===== config.mk =====
export PLATFORM = sky130hd
export DESIGN_NAME = adpll_lock_ctrl
export DESIGN_NICKNAME = d
export VERILOG_FILES = /design/src/rtl/adpll_lock_ctrl.sv
export SDC_FILE = /design/constraint.sdc
export NUM_CORES = 1
export LEC_CHECK = 0
export ABC_AREA = 1
export CORE_AREA = 2 2 64 66
export CTS_CLUSTER_SIZE = 30
export DETAILED_ROUTE_END_ITERATION = 8
export DIE_AREA = 0 0 66 68
export PLACE_DENSITY = 0.73
export SYNTH_ARGS = -nofsm -noshare
export SYNTH_HDL_FRONTEND = slang
export SYNTH_SLANG_ARGS = --single-unit

===== constraint.sdc =====
create_clock -name clk_i -period 2.4 [get_ports clk_i]
set_input_delay 0.48 -clock clk_i [delete_from_list [all_inputs] [get_ports clk_i]]
set_output_delay 0.48 -clock clk_i [all_outputs]
set_load 0.03 [all_outputs]

===== src/rtl/adpll_lock_ctrl.sv =====
// adpll_lock_ctrl
// Lock-detection and loop-sequencing controller for an all-digital PLL.
// It holds the DCO at a free-running bias word while the loop is open. After a
// settling interval it closes the loop with high gain (ACQUIRE). Once the phase
// error has stayed inside a narrow window long enough, it drops to low gain
// (TRACK). It reopens acquisition if the error stays outside a wider window.
//
// Optional feature: define ADPLL_LOCK_TIMEOUT_EN to enable an acquisition
// timeout. On timeout the controller returns to SETTLE and pulses timeout_o.
// Without the macro, timeout_o is tied low and no timeout counter is built.
//
// Ports:
//   clk_i             in   rising-edge clock
//   rst_i             in   synchronous active-high reset
//   enable_i          in   loop runs while high; low forces IDLE
//   phase_err_i       in   signed phase-detector error (ERR_W bits)
//   phase_err_valid_i in   one-cycle strobe qualifying phase_err_i
//   filter_word_i     in   loop-filter DCO word (12 bits)
//   dco_ctrl_o        out  registered DCO control word (12 bits)
//   filter_clr_o      out  holds the loop-filter integrator clear
//   gain_sel_o        out  00 off, 10 acquire (high), 01 track (low)
//   state_o           out  00 IDLE, 01 SETTLE, 10 ACQUIRE, 11 TRACK
//   locked_o          out  high only while in TRACK
//   lock_lost_o       out  one-cycle pulse on TRACK -> ACQUIRE
//   timeout_o         out  one-cycle pulse on acquisition timeout
module adpll_lock_ctrl #(
  parameter logic [11:0] BIAS            = 12'd154,
  parameter int          ERR_W           = 8,
  parameter int          SETTLE_SAMPLES  = 16,
  parameter int          LOCK_THRESH     = 4,
  parameter int          LOCK_COUNT      = 32,
  parameter int          UNLOCK_THRESH   = 16,
  parameter int          UNLOCK_COUNT    = 4,
  parameter int          TIMEOUT_SAMPLES = 1024
) (
  input  logic             clk_i,
  input  logic             rst_i,
  input  logic             enable_i,
  input  logic [ERR_W-1:0] phase_err_i,
  input  logic             phase_err_valid_i,
  input  logic [11:0]      filter_word_i,
  output logic [11:0]      dco_ctrl_o,
  output logic             filter_clr_o,
  output logic [1:0]       gain_sel_o,
  output logic [1:0]       state_o,
  output logic             locked_o,
  output logic             lock_lost_o,
  output logic             timeout_o
);

  typedef enum logic [1:0] {
    IDLE    = 2'b00,
    SETTLE  = 2'b01,
    ACQUIRE = 2'b10,
    TRACK   = 2'b11
  } state_t;

  localparam int SC_W = $clog2(SETTLE_SAMPLES + 1);
  localparam int LC_W = $clog2(LOCK_COUNT + 1);
  localparam int UC_W = $clog2(UNLOCK_COUNT + 1);

  // Each counter's transition fires on the sample that would reach its target.
  // So a counter only ever holds values up to target-1 and cannot wrap.
  localparam logic [SC_W-1:0]  SETTLE_LAST = SC_W'(SETTLE_SAMPLES - 1);
  localparam logic [LC_W-1:0]  LOCK_LAST   = LC_W'(LOCK_COUNT - 1);
  localparam logic [UC_W-1:0]  UNLOCK_LAST = UC_W'(UNLOCK_COUNT - 1);
  localparam logic [ERR_W:0]   LOCK_TH     = (ERR_W + 1)'(LOCK_THRESH);
  localparam logic [ERR_W:0]   UNLOCK_TH   = (ERR_W + 1)'(UNLOCK_THRESH);

`ifdef ADPLL_LOCK_TIMEOUT_EN
  localparam int TC_W = $clog2(TIMEOUT_SAMPLES + 1);
  localparam logic [TC_W-1:0] TIMEOUT_LAST = TC_W'(TIMEOUT_SAMPLES - 1);
  logic [TC_W-1:0] to_cnt, to_cnt_nxt;
  logic            to_pulse_nxt;
`endif

  state_t          state, state_nxt;
  logic [SC_W-1:0] settle_cnt, settle_nxt;
  logic [LC_W-1:0] lock_cnt, lock_nxt;
  logic [UC_W-1:0] unlock_cnt, unlock_nxt;
  logic            lost_nxt;
  logic [11:0]     dco_nxt;
  logic            clr_nxt;
  logic [1:0]      gain_nxt;
  logic            locked_nxt;

  // The magnitude is one bit wider than the error.
  // This keeps the most negative input representable instead of wrapping.
  logic [ERR_W:0] err_ext, err_mag;
  logic           in_win, out_win;

  assign err_ext = {phase_err_i[ERR_W-1], phase_err_i};
  assign err_mag = err_ext[ERR_W] ? (~err_ext + 1'b1) : err_ext;
  assign in_win  = (err_mag <= LOCK_TH);
  assign out_win = (err_mag > UNLOCK_TH);

  assign state_o = state;

  // Next-state, counter and output decode.
  // enable_i low overrides every other condition.
  // Outputs are decoded from the next state and then registered. This makes
  // gain_sel_o, filter_clr_o and locked_o change on the same edge as state_o.
  always_comb begin
    state_nxt  = state;
    settle_nxt = settle_cnt;
    lock_nxt   = lock_cnt;
    unlock_nxt = unlock_cnt;
    lost_nxt   = 1'b0;
`ifdef ADPLL_LOCK_TIMEOUT_EN
    to_cnt_nxt   = to_cnt;
    to_pulse_nxt = 1'b0;
`endif

    if (!enable_i) begin
      state_nxt = IDLE;
    end else begin
      case (state)
        IDLE: state_nxt = SETTLE;
        SETTLE: begin
          if (phase_err_valid_i) begin
            if (settle_cnt == SETTLE_LAST) state_nxt = ACQUIRE;
            else                           settle_nxt = settle_cnt + 1'b1;
          end
        end
        ACQUIRE: begin
          if (phase_err_valid_i) begin
            if (!in_win)                   lock_nxt  = '0;
            else if (lock_cnt == LOCK_LAST) state_nxt = TRACK;
            else                           lock_nxt  = lock_cnt + 1'b1;
`ifdef ADPLL_LOCK_TIMEOUT_EN
            // Reaching lock on the final allowed sample wins over timing out.
            if (state_nxt != TRACK) begin
              if (to_cnt == TIMEOUT_LAST) begin
                state_nxt    = SETTLE;
                to_pulse_nxt = 1'b1;
              end else begin
                to_cnt_nxt = to_cnt + 1'b1;
              end
            end
`endif
          end
        end
        TRACK: begin
          if (phase_err_valid_i) begin
            if (!out_win) begin
              unlock_nxt = '0;
            end else if (unlock_cnt == UNLOCK_LAST) begin
              state_nxt = ACQUIRE;
              lost_nxt  = 1'b1;
            end else begin
              unlock_nxt = unlock_cnt + 1'b1;
            end
          end
        end
        default: state_nxt = IDLE;
      endcase
    end

    // Every state change starts the destination state with fresh counters.
    if (state_nxt != state) begin
      settle_nxt = '0;
      lock_nxt   = '0;
      unlock_nxt = '0;
`ifdef ADPLL_LOCK_TIMEOUT_EN
      to_cnt_nxt = '0;
`endif
    end

    dco_nxt    = BIAS;
    clr_nxt    = 1'b1;
    gain_nxt   = 2'b00;
    locked_nxt = 1'b0;
    case (state_nxt)
      ACQUIRE: begin
        dco_nxt  = filter_word_i;
        clr_nxt  = 1'b0;
        gain_nxt = 2'b10;
      end
      TRACK: begin
        dco_nxt    = filter_word_i;
        clr_nxt    = 1'b0;
        gain_nxt   = 2'b01;
        locked_nxt = 1'b1;
      end
      default: ;
    endcase
  end

  // State, counter and output registers with synchronous reset.
  always_ff @(posedge clk_i) begin
    if (rst_i) begin
      state        <= IDLE;
      settle_cnt   <= '0;
      lock_cnt     <= '0;
      unlock_cnt   <= '0;
      dco_ctrl_o   <= BIAS;
      filter_clr_o <= 1'b1;
      gain_sel_o   <= 2'b00;
      locked_o     <= 1'b0;
      lock_lost_o  <= 1'b0;
    end else begin
      state        <= state_nxt;
      settle_cnt   <= settle_nxt;
      lock_cnt     <= lock_nxt;
      unlock_cnt   <= unlock_nxt;
      dco_ctrl_o   <= dco_nxt;
      filter_clr_o <= clr_nxt;
      gain_sel_o   <= gain_nxt;
      locked_o     <= locked_nxt;
      lock_lost_o  <= lost_nxt;
    end
  end

`ifdef ADPLL_LOCK_TIMEOUT_EN
  // Acquisition timeout counter and its one-cycle pulse.
  always_ff @(posedge clk_i) begin
    if (rst_i) begin
      to_cnt    <= '0;
      timeout_o <= 1'b0;
    end else begin
      to_cnt    <= to_cnt_nxt;
      timeout_o <= to_pulse_nxt;
    end
  end
`else
  assign timeout_o = 1'b0;
`endif

endmodule


==> results of run 1 <==
## registers in the layout, summed over array words and instances, names as in the netlist
register / flops
dco_ctrl_o: 12
filter_clr_o: 1
gain_sel_o: 2
lock_cnt: 6
lock_lost_o: 1
settle_cnt: 5
state_o: 2
unlock_cnt: 3
## metal layers
metal	up-vias	part of all wire (%)	global-route usage [%]
met4	0	2.0	7.653
met3	7	3.7	5.921
met1	653	45	19.25
li1	798	-	-
met5	-	0	0
met2	26	49	27.02
## logic make-up after synthesis
| kind of cell | count (synthesis) | share of synthesized area (%) |
|---|---|---|
| adders and majority gates | 6 | 4.528 |
| muxes | 1 | 0.6038 |
| DFF | 32 | 38.64 |
| xor gates and xnor gates | 5 | 2.642 |
| other | 1 | 0.2262 |
| buffers and inverters | 43 | 11.55 |
| AOI/OAI and AO/OA | 16 | 5.434 |
| and+or+nand+nor | 121 | 36.38 |
## cells in the mapped netlist (all sizes together) (2+ instances only)
cell type   n
nand3      16
buf         5
o21ai      12
dfxtp      32
ha          6
xor2        3
or2         5
a21oi       2
nand2      49
nand4       2
xnor2       2
nand3b      3
inv        37
nor3        4
nor2       40
## layout make-up
| cell class | instances | area share [%] |
|---|---|---|
| clock inverters | 2 | 1.503 |
| inverters | 37 | 5.958 |
| clock buffers | 6 | 3.113 |
| multi-input cells | 151 | 37.36 |
| repair buffers | 54 | 21.90 |
| well taps | 50 | 2.684 |
| flip-flops and latches | 32 | 27.48 |
## through the flow
stage          worst slack, ns  total power, W  hold slack [ns]  utilization [%]  instance area (µm²)
2_1_floorplan           0.3970       0.0006145           0.4946                -                 1658
3_3_place_gp          -0.09999       0.0006710           0.5116            56.49                 2178
3_5_place_dp           -0.1657       0.0006724           0.5174            56.49                 2178
4_1_cts                 0.1357        0.001180           0.5337            59.28                 2286
5_1_grt               -0.01033        0.001228           0.5761            60.45                 2331
6_report                0.2012        0.001178           0.5374            60.45                 2331
## worst max-delay path: stages
cell             delay [ns]
clkdlybuf4s50_1        0.43
inv_2                  0.09
ha_4                   0.14
nand2_1                0.07
nor2_1                 0.09
nand3_1                0.07
nand2_1                0.06
nand2_1                0.08
nor2_4                 0.15
nand2_2                0.09
nand3_2                0.06
nand2_1                0.06
nand3_2                0.09
nand2_2                0.08
nand2_4                0.10
nand3_4                0.15
nor2_1                 0.13
## power groups by stage
stage	registers, W	logic, W	clock network, W
after floorplan	0.000548	0.0000665	0
after CTS	0.000534	0.000127	0.000519
after global placement	0.000547	0.000124	0
final	0.000535	0.000134	0.000509
after detailed placement	0.000547	0.000126	0
after global routing	0.000535	0.000150	0.000544
## worst paths after layout
| check | to | slack, ns | cells after the start |
|---|---|---|---|
| setup / recovery | settle_cnt[2] | 0.20 | 17 |
| hold / removal | settle_cnt[3] | 0.54 | 2 |
| setup reg to reg | dco_ctrl_o[3] | 0.47 | 10 |
| hold reg to reg | settle_cnt[3] | 0.54 | 2 |
## cells in the final DEF, fill, tap and decap left out, drive strengths merged, types with 2 or more instances in the layout
cell and count:
nor2 40, clkbuf 6, nand4 2, nand3b 3, o21ai 12, nor3 4, nand3 17, or2 5
clkdlybuf4s50 42, inv 37, dfxtp 32, ha 6, buf 12, xor2 3, nand2 49, xnor2 2
a21oi 2
## what timing repair did
item / 4_1_cts / 5_1_grt
hold endpoints to repair: 0 / 0
resized for setup: 0 / 9
setup buffers: 0 / 0
endpoints found under the setup margin: 0 / 14
==> impl.org, run 1 <==
** Status
- The run finished with clean final reports.

** Clocking
- CTS Hold Buffers Added :: 0
- The root buffer cell chosen for the clock tree is clkbuf_8.
- Inserted Clock Buffers :: 5
- For this design, the sink count on the clock tree is 32.
- Max Root-Sink Buffers :: 2
- H-tree lvl count :: 2
- After clock tree synthesis, the clock-pin slew on the worst setup and hold paths is 0.06 ns.
- Clock Latency Late Sink :: 0.29 ns
- TritonCTS clock tree :: done

** Critical path
- The worst setup path is captured at a flop.
- STA classifies the critical path startpoint as an input pin.
- Classification of the worst setup path :: in -> reg
- Top fanout value on the critical path :: 7
- The worst register-to-register path begins at settle_cnt[0].
- Data required, critical path :: 2.62 ns
- Worst Path Arrival :: 2.42 ns
- In this run the worst setup path begins at phase_err_i[0].

** STA
- Max-slew violations :: 0
- Summed over all failing endpoints, the final setup total negative slack is 0 ns.
- Between clock sinks in the finished design, the worst skew comes to 0.007551 ns.
- After layout, the worst path uses 91.62% of the clock period.
- Setup violations remaining at the end of the flow were counted as 0.
- Hold violation total from the final report :: 0
- Subtracting the final worst setup slack from the clock period gives 2.199 ns.
- Derived from the worst setup path, the maximum achievable clock frequency is 454.8 MHz.

** Logic synthesis
- In the synthesized netlist the dominant register cell turns out to be dfxtp_1.
- Sequential fraction of the synthesis area :: 38.64%
- Yosys attributes the largest share of cell area to dfxtp_1 39%, nand2_1 9.5%, inv_1 7.9%.
- Number of distinct library cell variants in the gate-level netlist after synthesis :: 31
- Number of storage elements in the synthesis netlist :: 32
- Syn Nets :: 255
- Cell type with the largest total area after synthesis :: dfxtp_1
- Counting every instance in the synthesized netlist gives 225.
- The top cell type by area accounts for 38.64% of the synthesized area.
- The synthesized netlist occupies a cell area of 1658 µm².
- In the synthesized netlist the async set-or-reset flop fraction comes to 0%.
- Mean Syn Cell Area :: 7.368 µm²
- Number of synthesized flops with an enable pin :: 0
- For this run, the number of Yosys warnings is 0.

** Placed design
- Input and output buffers added on the ports amount to 42.
- Including well taps, the total number of placed cells is 323.
- Detailed placement ended at an HPWL of 2562 µm.
- At the end of routability-driven placement, the weighted congestion stood at 0.9110.

** Drt
- After detailed routing, the number of vias per cell comes to 4.470.
- Starting DRC count in detailed routing :: 52
- Total detailed-routing wirelength :: 3416 µm
- Once detail routing completed, the nets flagged for antenna violations numbered 0.
- Routed vias :: 1484
- Wire length per cell after detailed routing :: 10.29 µm
- The first detailed-routing pass ran for 4 iterations.
- For this run, design rule violations remaining after detail routing come to 0.

** GRT
- The first global-routing pass estimated 5499 µm of wire.
- Entering global routing, the biggest net connects 15 pins.
- The total overflow left after global routing is 0.
- Global routing used 16.44% of the available tracks.
- The number of antenna violations at the first check in global routing was 0.
- Via count of the first global-routing pass :: 1310

** Cells and area
- Share of final-layout standard cells stronger than drive strength 1 :: 20.92%
- Number of fill cells in the layout :: 363
- Area grow syn2layout :: 40.60%
- 0 antenna diodes ended up in the layout.
- Registers take 640.6 µm².
- In the final layout, the multi-input gates occupy 870.8 µm².
- For this run, the number of standard cells in the final layout without fillers is 332.
- Final #Nets :: 311

** Pwr
- Fraction of power consumed by combinational cells :: 11.4%
- Per report_power, the clock group accounts for 43.2% of the total.
- For this design the static power due to leakage is 1.001 nW.
- Power spread over the standard cell area amounts to 505.2 nW/µm².
- Per report_power, the sequential group accounts for 45.4% of the total.
- Across the VDD grid, the largest voltage drop is 0.7247 mV.
- Internal power comes to 0.0009080 W.
- In this run the power spent charging and discharging nets is 0.0002696 W.
- In this run switching power makes up 22.89% of total power.

** Floorplanning
- After floorplanning, the core was sized to cover 3856 µm².
- The die is 68 µm tall.
- Initial cell density of the core :: 42.99%
- I/O Pins :: 44
- Area enclosed by the die boundary :: 4488 µm²
- Cell Rows :: 23
- From left edge to right edge, the die measures 66 µm.

** Min path
- HP Start :: settle_cnt[3]
- In this run the worst hold path is classified as reg -> reg.

** Run
- Across the run, the number of max-cap violations was 0.
Power figures use the tool's default switching activity.
==> inputs of run 2 (changes only) <==
- SKIP_LAST_GASP: not set -> 1
==> results of run 2 <==
Final layout, timing and power as in run 1 (identical DEF).
==> inputs of run 3 (changes only) <==
--- a/config.mk
+++ b/config.mk
@@ -14,2 +14,3 @@
 export SKIP_LAST_GASP = 1
+export SLEW_MARGIN = 20
 export SYNTH_ARGS = -nofsm -noshare
--- a/constraint.sdc
+++ b/constraint.sdc
@@ -3,2 +3,2 @@
 set_output_delay 0.48 -clock clk_i [all_outputs]
-set_load 0.03 [all_outputs]
+set_load 0.005 [all_outputs]
==> results of run 3 <==
The final DEF is identical to that of run 1. Status: completed.
Main changes from that run: total power 0.001178 W -> 0.001174 W
